[config.mk]
export PLATFORM = sky130hd
export DESIGN_NAME = uart_tx_fifo_engine
export DESIGN_NICKNAME = d
export VERILOG_FILES = /design/src/rtl/uart_tx_fifo_engine.sv
export SDC_FILE = /design/constraint.sdc
export NUM_CORES = 1
export LEC_CHECK = 0
export BUFFER_PORTS_ARGS = -buffer_cell sky130_fd_sc_hd__buf_2
export CAP_MARGIN = 20
export CELL_PAD_IN_SITES_DETAIL_PLACEMENT = 1
export CELL_PAD_IN_SITES_GLOBAL_PLACEMENT = 1
export CORE_MARGIN = 1
export CORE_UTILIZATION = 39
export CTS_CLUSTER_DIAMETER = 120
export DETAILED_ROUTE_END_ITERATION = 12
export PLACE_DENSITY_LB_ADDON = 0.1
export SYNTH_ARGS = -nofsm -noshare
export SYNTH_HDL_FRONTEND = slang
export SYNTH_SLANG_ARGS = --single-unit
[constraint.sdc]
create_clock -name clk -period 6.9 [get_ports clk]
set_clock_uncertainty 0.1 [all_clocks]
set_input_delay 0.69 -clock clk [delete_from_list [all_inputs] [get_ports clk]]
set_output_delay 0.69 -clock clk [all_outputs]
set_load 0.1 [all_outputs]
[src/rtl/uart_tx_fifo_engine.sv]
// rtl/uart_tx_fifo_engine.sv - UART transmitter with integrated TX FIFO; UART_TX_BREAK_EN adds brk/BREAK
module uart_tx_fifo_engine #(
    parameter int DATA_W     = 8,
    parameter int FIFO_DEPTH = 4,
    parameter int DIV_W      = 19
) (
    input  logic                              clk,
    input  logic                              rst,
    input  logic                              load,
    input  logic [DATA_W-1:0]                 din,
    input  logic                              eight,
    input  logic                              pen,
    input  logic                              ohel,
    input  logic [DIV_W-1:0]                  k,
`ifdef UART_TX_BREAK_EN
    input  logic                              brk,
`endif
    output logic                              tx_rdy,
    output logic                              tx_idle,
    output logic [$clog2(FIFO_DEPTH+1)-1:0]   fifo_count,
    output logic                              ovf,
    output logic                              tx_done,
    output logic                              Tx
);

    localparam int PW = $clog2(FIFO_DEPTH);
    localparam int CW = $clog2(FIFO_DEPTH+1);
    localparam int FW = DATA_W + 3;
    localparam int BW = $clog2(FW+1);

    typedef enum logic [1:0] {
        S_IDLE,
        S_SEND
`ifdef UART_TX_BREAK_EN
        ,
        S_BREAK,
        S_MARK
`endif
    } state_t;

    state_t              state_q, state_d;
    logic [DATA_W-1:0]   mem_q [FIFO_DEPTH];
    logic [PW-1:0]       wr_ptr_q, rd_ptr_q;
    logic [CW-1:0]       count_q;
    logic                ovf_q;
    logic                done_q, done_d;
    logic [FW-1:0]       frame_q, frame_d, frame_new;
    logic [BW-1:0]       bit_idx_q, bit_idx_d, nbits_q, nbits_d, nbits_new;
    logic [DIV_W-1:0]    baud_q, baud_d, kk_q, kk_d, k_eff;
    logic                full, empty, push, pop, start, par;
    logic [DATA_W-1:0]   head;
    int                  d;

    assign full       = (count_q == CW'(FIFO_DEPTH));
    assign empty      = (count_q == '0);
    assign push       = load && !full;
    assign tx_rdy     = !full;
    assign tx_idle    = (state_q == S_IDLE) && empty;
    assign fifo_count = count_q;
    assign ovf        = ovf_q;
    assign tx_done    = done_q;
    assign k_eff      = (k == '0) ? DIV_W'(1) : k;

    always_ff @(posedge clk) begin
        if (push) begin
            mem_q[wr_ptr_q] <= din;
        end
    end

    always_ff @(posedge clk) begin
        if (rst) begin
            wr_ptr_q <= '0;
            rd_ptr_q <= '0;
            count_q  <= '0;
            ovf_q    <= 1'b0;
        end else begin
            if (push) wr_ptr_q <= wr_ptr_q + 1'b1;
            if (pop)  rd_ptr_q <= rd_ptr_q + 1'b1;
            case ({push, pop})
                2'b10:   count_q <= count_q + 1'b1;
                2'b01:   count_q <= count_q - 1'b1;
                default: count_q <= count_q;
            endcase
            // A load against a full FIFO is lost even if a pop frees a slot this cycle.
            if (load && full) ovf_q <= 1'b1;
        end
    end

    // Frame image: bit 0 is the start bit, all unused upper bits read as stop/idle 1s.
    always_comb begin
        d         = eight ? DATA_W : DATA_W - 1;
        head      = mem_q[rd_ptr_q];
        par       = ohel;
        frame_new = '1;
        frame_new[0] = 1'b0;
        for (int i = 0; i < DATA_W; i++) begin
            if (i < d) par = par ^ head[i];
        end
        for (int i = 1; i <= DATA_W; i++) begin
            if (i <= d) frame_new[i] = head[i-1];
        end
        for (int i = 2; i < FW; i++) begin
            if (pen && (i == d + 1)) frame_new[i] = par;
        end
        nbits_new = BW'(d + (pen ? 3 : 2));
    end

    always_comb begin
        state_d   = state_q;
        frame_d   = frame_q;
        bit_idx_d = bit_idx_q;
        nbits_d   = nbits_q;
        baud_d    = baud_q;
        kk_d      = kk_q;
        done_d    = 1'b0;
        start     = 1'b0;
        case (state_q)
            S_IDLE: begin
`ifdef UART_TX_BREAK_EN
                if (brk) begin
                    state_d = S_BREAK;
                    kk_d    = k_eff;
                end else
`endif
                if (!empty) start = 1'b1;
            end
            S_SEND: begin
                if (baud_q == kk_q - 1'b1) begin
                    baud_d = '0;
                    if (bit_idx_q == nbits_q - 1'b1) begin
                        done_d  = 1'b1;
                        state_d = S_IDLE;
`ifdef UART_TX_BREAK_EN
                        if (brk) begin
                            state_d = S_BREAK;
                            kk_d    = k_eff;
                        end else
`endif
                        if (!empty) start = 1'b1;
                    end else begin
                        frame_d   = {1'b1, frame_q[FW-1:1]};
                        bit_idx_d = bit_idx_q + 1'b1;
                    end
                end else begin
                    baud_d = baud_q + 1'b1;
                end
            end
`ifdef UART_TX_BREAK_EN
            S_BREAK: begin
                if (!brk) begin
                    state_d = S_MARK;
                    baud_d  = '0;
                end
            end
            S_MARK: begin
                if (baud_q == kk_q - 1'b1) begin
                    baud_d  = '0;
                    state_d = S_IDLE;
                end else begin
                    baud_d = baud_q + 1'b1;
                end
            end
`endif
            default: state_d = S_IDLE;
        endcase
        if (start) begin
            state_d   = S_SEND;
            frame_d   = frame_new;
            nbits_d   = nbits_new;
            kk_d      = k_eff;
            bit_idx_d = '0;
            baud_d    = '0;
        end
        pop = start;
    end

    always_ff @(posedge clk) begin
        if (rst) begin
            state_q   <= S_IDLE;
            frame_q   <= '1;
            bit_idx_q <= '0;
            nbits_q   <= '0;
            baud_q    <= '0;
            kk_q      <= DIV_W'(1);
            done_q    <= 1'b0;
        end else begin
            state_q   <= state_d;
            frame_q   <= frame_d;
            bit_idx_q <= bit_idx_d;
            nbits_q   <= nbits_d;
            baud_q    <= baud_d;
            kk_q      <= kk_d;
            done_q    <= done_d;
        end
    end

    always_comb begin
        Tx = 1'b1;
        case (state_q)
            S_SEND:  Tx = frame_q[0];
`ifdef UART_TX_BREAK_EN
            S_BREAK: Tx = 1'b0;
`endif
            default: Tx = 1'b1;
        endcase
    end

endmodule
# Yosys cells after proc, flatten, opt, wreduce, memory -nomap -nowiden
# Memories as Yosys holds them, arrays and structs flattened. A register that Yosys moved wholly into a read port is not among the register bits.
# Cells that the tools add are included.
# classes
addsub	10
n_mul	0
div_mod_pow	0
order_cmp	16
eq_ne	21
n_shift	0
muxes	48
bitwise	12
reduce_logical	25
# ops
cell	n
4-bit by 32-bit equality test with 1-bit output (first input constant)	4
3-bit by 32-bit equality test with 1-bit output (first input constant)	2
5-bit by 32-bit equality test with 1-bit output (first input constant)	2
11-bit 2-to-1 mux	4
19-bit 2-to-1 mux	2
1-bit 2-to-1 mux	34
19-bit by 1-bit adder with 19-bit output (second input constant)	1
19-bit equality test	1
19-bit logical NOT	1
19-bit by 1-bit subtractor with 19-bit output (second input constant)	1
3-bit by 4-bit <= comparator with 1-bit output (first input constant)	4
3-bit by 4-bit < comparator with 1-bit output (first input constant)	4
1-bit logical AND	12
3-bit AND reduction	4
2-bit by 4-bit <= comparator with 1-bit output (first input constant)	2
1-bit by 4-bit < comparator with 1-bit output (first input constant)	2
2-bit by 4-bit < comparator with 1-bit output (first input constant)	2
2-bit 2-to-1 mux	4
2-bit != test (second input constant)	4
1-bit bitwise XOR	8
3-bit != test (second input constant)	2
3-bit case mux with 2 select lines	1
2-bit nonzero test	3
4-bit by 1-bit adder with 5-bit output (second input constant)	1
other kinds (22)	27
# word_totals
register_bits	68
latch_bits	0
mem_bits_rw	32
romBits	0
input_bits	33
out_inout_bits	8
mem_count	1
# memory_table
memory	words	width	rd	rd_clocked_by_memory_dff	write_ports	line	text
mem_q	4	8	1	1	1	42	logic [DATA_W-1:0] mem_q [FIFO_DEPTH];

# Longest topological paths before layout
# depth
ltp_word	19
mapped_depth	15

# Worst setup path before layout
# No wires, ideal clock.
# synth_path
kind	register -> output
from	register count_q[0], in the netlist fifo_count[0]
to	output tx_idle
t_arrival_ps	3719
slack_ps	2391
stages_incl_launch_ff	2
path_buffers	0
cell_sequence	dfxtp_1 nor4_1
# synth_between
elab_chain_cells	2
# synth_rtl
element	line	text
start, declared	44	logic [CW-1:0] count_q;
start signal, assigned	80	2'b10: count_q <= count_q + 1'b1;
start signal, assigned	81	2'b01: count_q <= count_q - 1'b1;
start signal, assigned	82	default: count_q <= count_q;
3-bit logical NOT	55	assign empty = (count_q == '0);
1-bit logical AND	58	assign tx_idle = (state_q == S_IDLE) && empty;
end, declared	19	output logic tx_idle,
# No other way between the ends.

# Worst setup path in the final report
# layout_path
from	register kk_q[0]
to	register count_q[2], in the netlist fifo_count[2]
# layout_between
elab_chain_cells	6
word_cells_on_any_way	8
cone_classes	add/sub: 1; eq/ne: 3; mux: 3; reduce/logical: 1
# layout_rtl
element	line	text
start, declared	49	logic [DIV_W-1:0] baud_q, baud_d, kk_q, kk_d, k_eff;
start signal, assigned	192	kk_q <= kk_d;
19-bit by 1-bit subtractor with 19-bit output (*)	128	if (baud_q == kk_q - 1'b1) begin
19-bit equality test (*)	128	
1-bit 2-to-1 mux (*)	128	
1-bit case mux with 2 select lines (*)	117	case (state_q)
net pop	50	logic full, empty, push, pop, start, par;
2-bit by 1-bit equality test with 1-bit output / 2-bit equality test (equally long branches)	79	case ({push, pop})
3-bit case mux with 2 select lines / 2-bit nonzero test (equally long branches)	n/a	
# Mark *: on every way through the listed nets, which the timed path passes. The rest lies on a longest branch.
# A chain may end at the register's enable or synchronous reset.

==> summary.md <==
| Metric | Value |
|---|---|
| Crit Path Category | `reg2reg` |
| Vias after detailed routing | `between 3000 and 4000` |
| Power Total | `between 0.002 and 0.003 W` |
| # rows | `between 40 and 50` |
| Area contributors post-synth | `dfxtp_1 (27%), edfxtp_1 (19%), xnor2_1 (6.3%)` |
| Layout Nets | `around 560` |
| Routed len/inst | `17.48 µm` |
| Cts hold-fix bufs | `0` |
| Non-Filler Instances | `688` |
| Residual DRC | `0` |
| Share of the synthesized area in the top cell type | `a little over a quarter` |
| DR iter-0 viols | `around 190` |
| Crit path DAT | `4.50 ns` |
| H-tree depth | `3` |
| Total GRT Usage | `between 20% and 30%` |
| Die height | `between 100 and 150 µm` |
| YS warnings | `0` |
| Finish-stage setup viols | `0` |
| CTS tree | `built` |
| Clk root buf | `clkbuf_16` |
| DP HPWL | `8780 µm` |
| Period minus WS final | `4.316 ns` |
| Final worst slack | `2.584 ns` |
| Die Width | `around 120 µm` |
| Most common cell after layout, fill and taps aside | `dfxtp_1` |
| Synthesized Nets | `approximately 530` |
| Max Cap Viol | `0` |
| RSZ-0062 raised after global routing | `no` |
| Leakage power | `2.003 nW` |
| Crit path max-delay family | `simple AND/OR/NAND/NOR gates` |
| Routed vias/inst | `about 5.4` |
| Port Buffer Count | `40` |
| Top_reg_cell synth | `dfxtp_1` |
| TritonCTS Sinks | `100` |
| Syn_area_per_cell | `approximately 10 µm²` |
| Initial antenna violation count | `0` |
| Critical path, cell by cell | `inv_1 -> ha_1 -> nor4b_4 -> a21oi_1 -> a2111oi_1 -> nand4_1 -> nor4b_4 -> a21boi_2 -> buf_4 -> nor2_1 -> ha_1 -> inv_1 -> fa_1 -> xor2_1 -> or3_1 -> a21oi_1` |
| Worst-path clk slew | `0.08 ns` |
| Antenna-violating nets left | `0` |
| Least-Margin Pin Slew | `a little under 0.8 ns` |
| Overflow after GRT | `0` |
| CORE AREA | `~13000 µm²` |
| Clock buffer depth | `2` |
| Post-Synthesis Cells | `~480` |
| Drt total wl | `about 12000 µm` |
| Synth Cell Area | `5014 µm²` |
| Pwr/cell area | `around 470 nW/µm²` |
| HP Class | `reg2reg` |
| Status | `completed` |
| Peak VDD IR | `~0.00040 V` |
| Max stage delay on crit path | `between 0.3 and 0.4 ns` |
| Hold Fails Final Rpt | `0` |
| Crit path buf inv count | `3` |
| Worst slew margin | `between 40% and 50%` |
| Fmax | `between 200 and 250 MHz` |
| Layout Area Growth over Synthesis | `12.00%` |
| Post-synth EDFFs | `32` |
| Gpl congestion | `0.7875` |
| Drt pass-1 iters | `4` |
| Post_cts resized | `0` |
| Cell taking the most area after synthesis | `dfxtp_1` |
| Postcts setup bufs | `0` |
| Later-pin clock latency in the skew report | `~0.36 ns` |
| Worst-path fanout max | `27` |
| Pin count of the biggest net entering global routing | `28` |
| Share of cells above drive strength 1 | `15.89%` |
| Fin. max-slew vios | `0` |
| First-pass GRT wire length | `~20000 µm` |
| Io pins | `41` |
| CP Capture Type | `flop` |
| Final period util | `~63%` |
| Pre-CTS setup slack | `2.582 ns` |
| Number of global-route vias before repair | `slightly above 4000` |
| Register area share after synthesis | `a little under half` |
| TritonCTS buffer count | `9` |
| Die area | `~13000 µm²` |
| Yosys reg bits | `100` |
| Fin Setup TNS | `0 ns` |
| ANT cells | `0` |
| WP data required | `between 7 and 8 ns` |
| Most frequent cells in the layout | `dfxtp_1 (68), nor2_1 (40), buf_2 (40)` |
| Ys async rst share | `0%` |
| Critical-path top delay cell | `a2111oi_1` |
| Type of origin of the critical path | `flop` |
| Starting Density | `around two fifths` |
| Netlist cell types | `58` |
| Cells after DPL | `672` |
-- sequential cells by signal (all words and copies together), names as in the netlist, named ones only --
signal / cells
rd_ptr_q: 2
tx_done: 1
baud_q: 19
frame_q: 10
wr_ptr_q: 2
nbits_q: 4
mem_q: 32
kk_q: 19
fifo_count: 3
bit_idx_q: 4
state_q: 1
ovf: 1
-- cells by family after synthesis --
group | synth area share, %
AO/OA/AOI/OAI | 13.20
AND/OR/NAND/NOR | 17.59
XOR/XNOR | 10.13
adder cells (fa/ha/maj) | 3.394
flip-flops | 46.32
buffers and inverters | 3.693
multiplexers | 5.665
-- where the power goes --
part           leakage [nW]  switching (W)  total [W]  internal (W)
sequential            0.848       0.000157   0.000887      0.000730
clock                 0.142       0.000249   0.000503      0.000254
combinational          1.01       0.000781    0.00126      0.000483
total                  2.00        0.00119    0.00265       0.00147
-- synth_stat cells (3+ instances only) --
cell,number
a211oi_1,4
a21oi_1,23
a22o_1,15
a31oi_1,5
and2_1,4
and3_1,9
and4_1,4
buf_1,3
buf_2,5
buf_6,3
clkbuf_1,11
dfxtp_1,68
edfxtp_1,32
ha_1,12
inv_1,17
mux2_2,3
mux2i_1,7
mux4_2,8
nand2_1,24
nand2b_1,4
nand3_1,16
nand4_1,13
nor2_1,40
nor2b_1,4
nor3_1,12
nor4_1,10
o21ai_0,22
o311ai_0,7
or3_1,4
xnor2_1,36
xor2_1,22
-- routing by layer --
layer	part of all wire [%]	GRT usage, %
met1	44	22.37
met2	52	37.05
met3	2.5	5.113
met5	0	0
met4	2.0	7.619
-- worst paths after layout --
kind	start	slack, ns	to	depth (start not counted)
worst max-delay path	kk_q[0]$_SDFFE_PP1P_	2.58	fifo_count[2]$_SDFFE_PP0P_	16
worst min register to register	ovf$_SDFFE_PP0P_	0.39	ovf$_SDFFE_PP0P_	2
worst max register to register	kk_q[0]$_SDFFE_PP1P_	2.58	fifo_count[2]$_SDFFE_PP0P_	16
worst min-delay path	ovf$_SDFFE_PP0P_	0.39	ovf$_SDFFE_PP0P_	2
-- cell type report --
class	instances	area (µm²)
Tap cell	172	215.2
Clock inverter	7	67.56
Sequential cell	100	2322
Inverter	17	63.81
Multi-Input combinational cell	341	2506
Fill cell	1411	6953
Clock buffer	9	225.2
Timing Repair Buffer	42	215.2
-- worst min-delay path, delay by kind of cell, from the launching register on --
| kind | cells | cell delay (ns) |
|---|---|---|
| AO/OA/AOI/OAI | 1 | 0.04 |
| AND/OR/NAND/NOR | 1 | 0.08 |
| flip-flops | 1 | 0.33 |
-- metrics by stage --
stage	util (%)	hold slack [ns]	area, µm²
final	44.68	0.3889	5615
after floorplan	-	0.3604	5014
after CTS	44.68	0.3886	5615
after global routing	44.68	0.4057	5615
after global placement	42.35	0.3544	5323
after detailed placement	42.35	0.3706	5323
(Power assumes the default switching activity.)
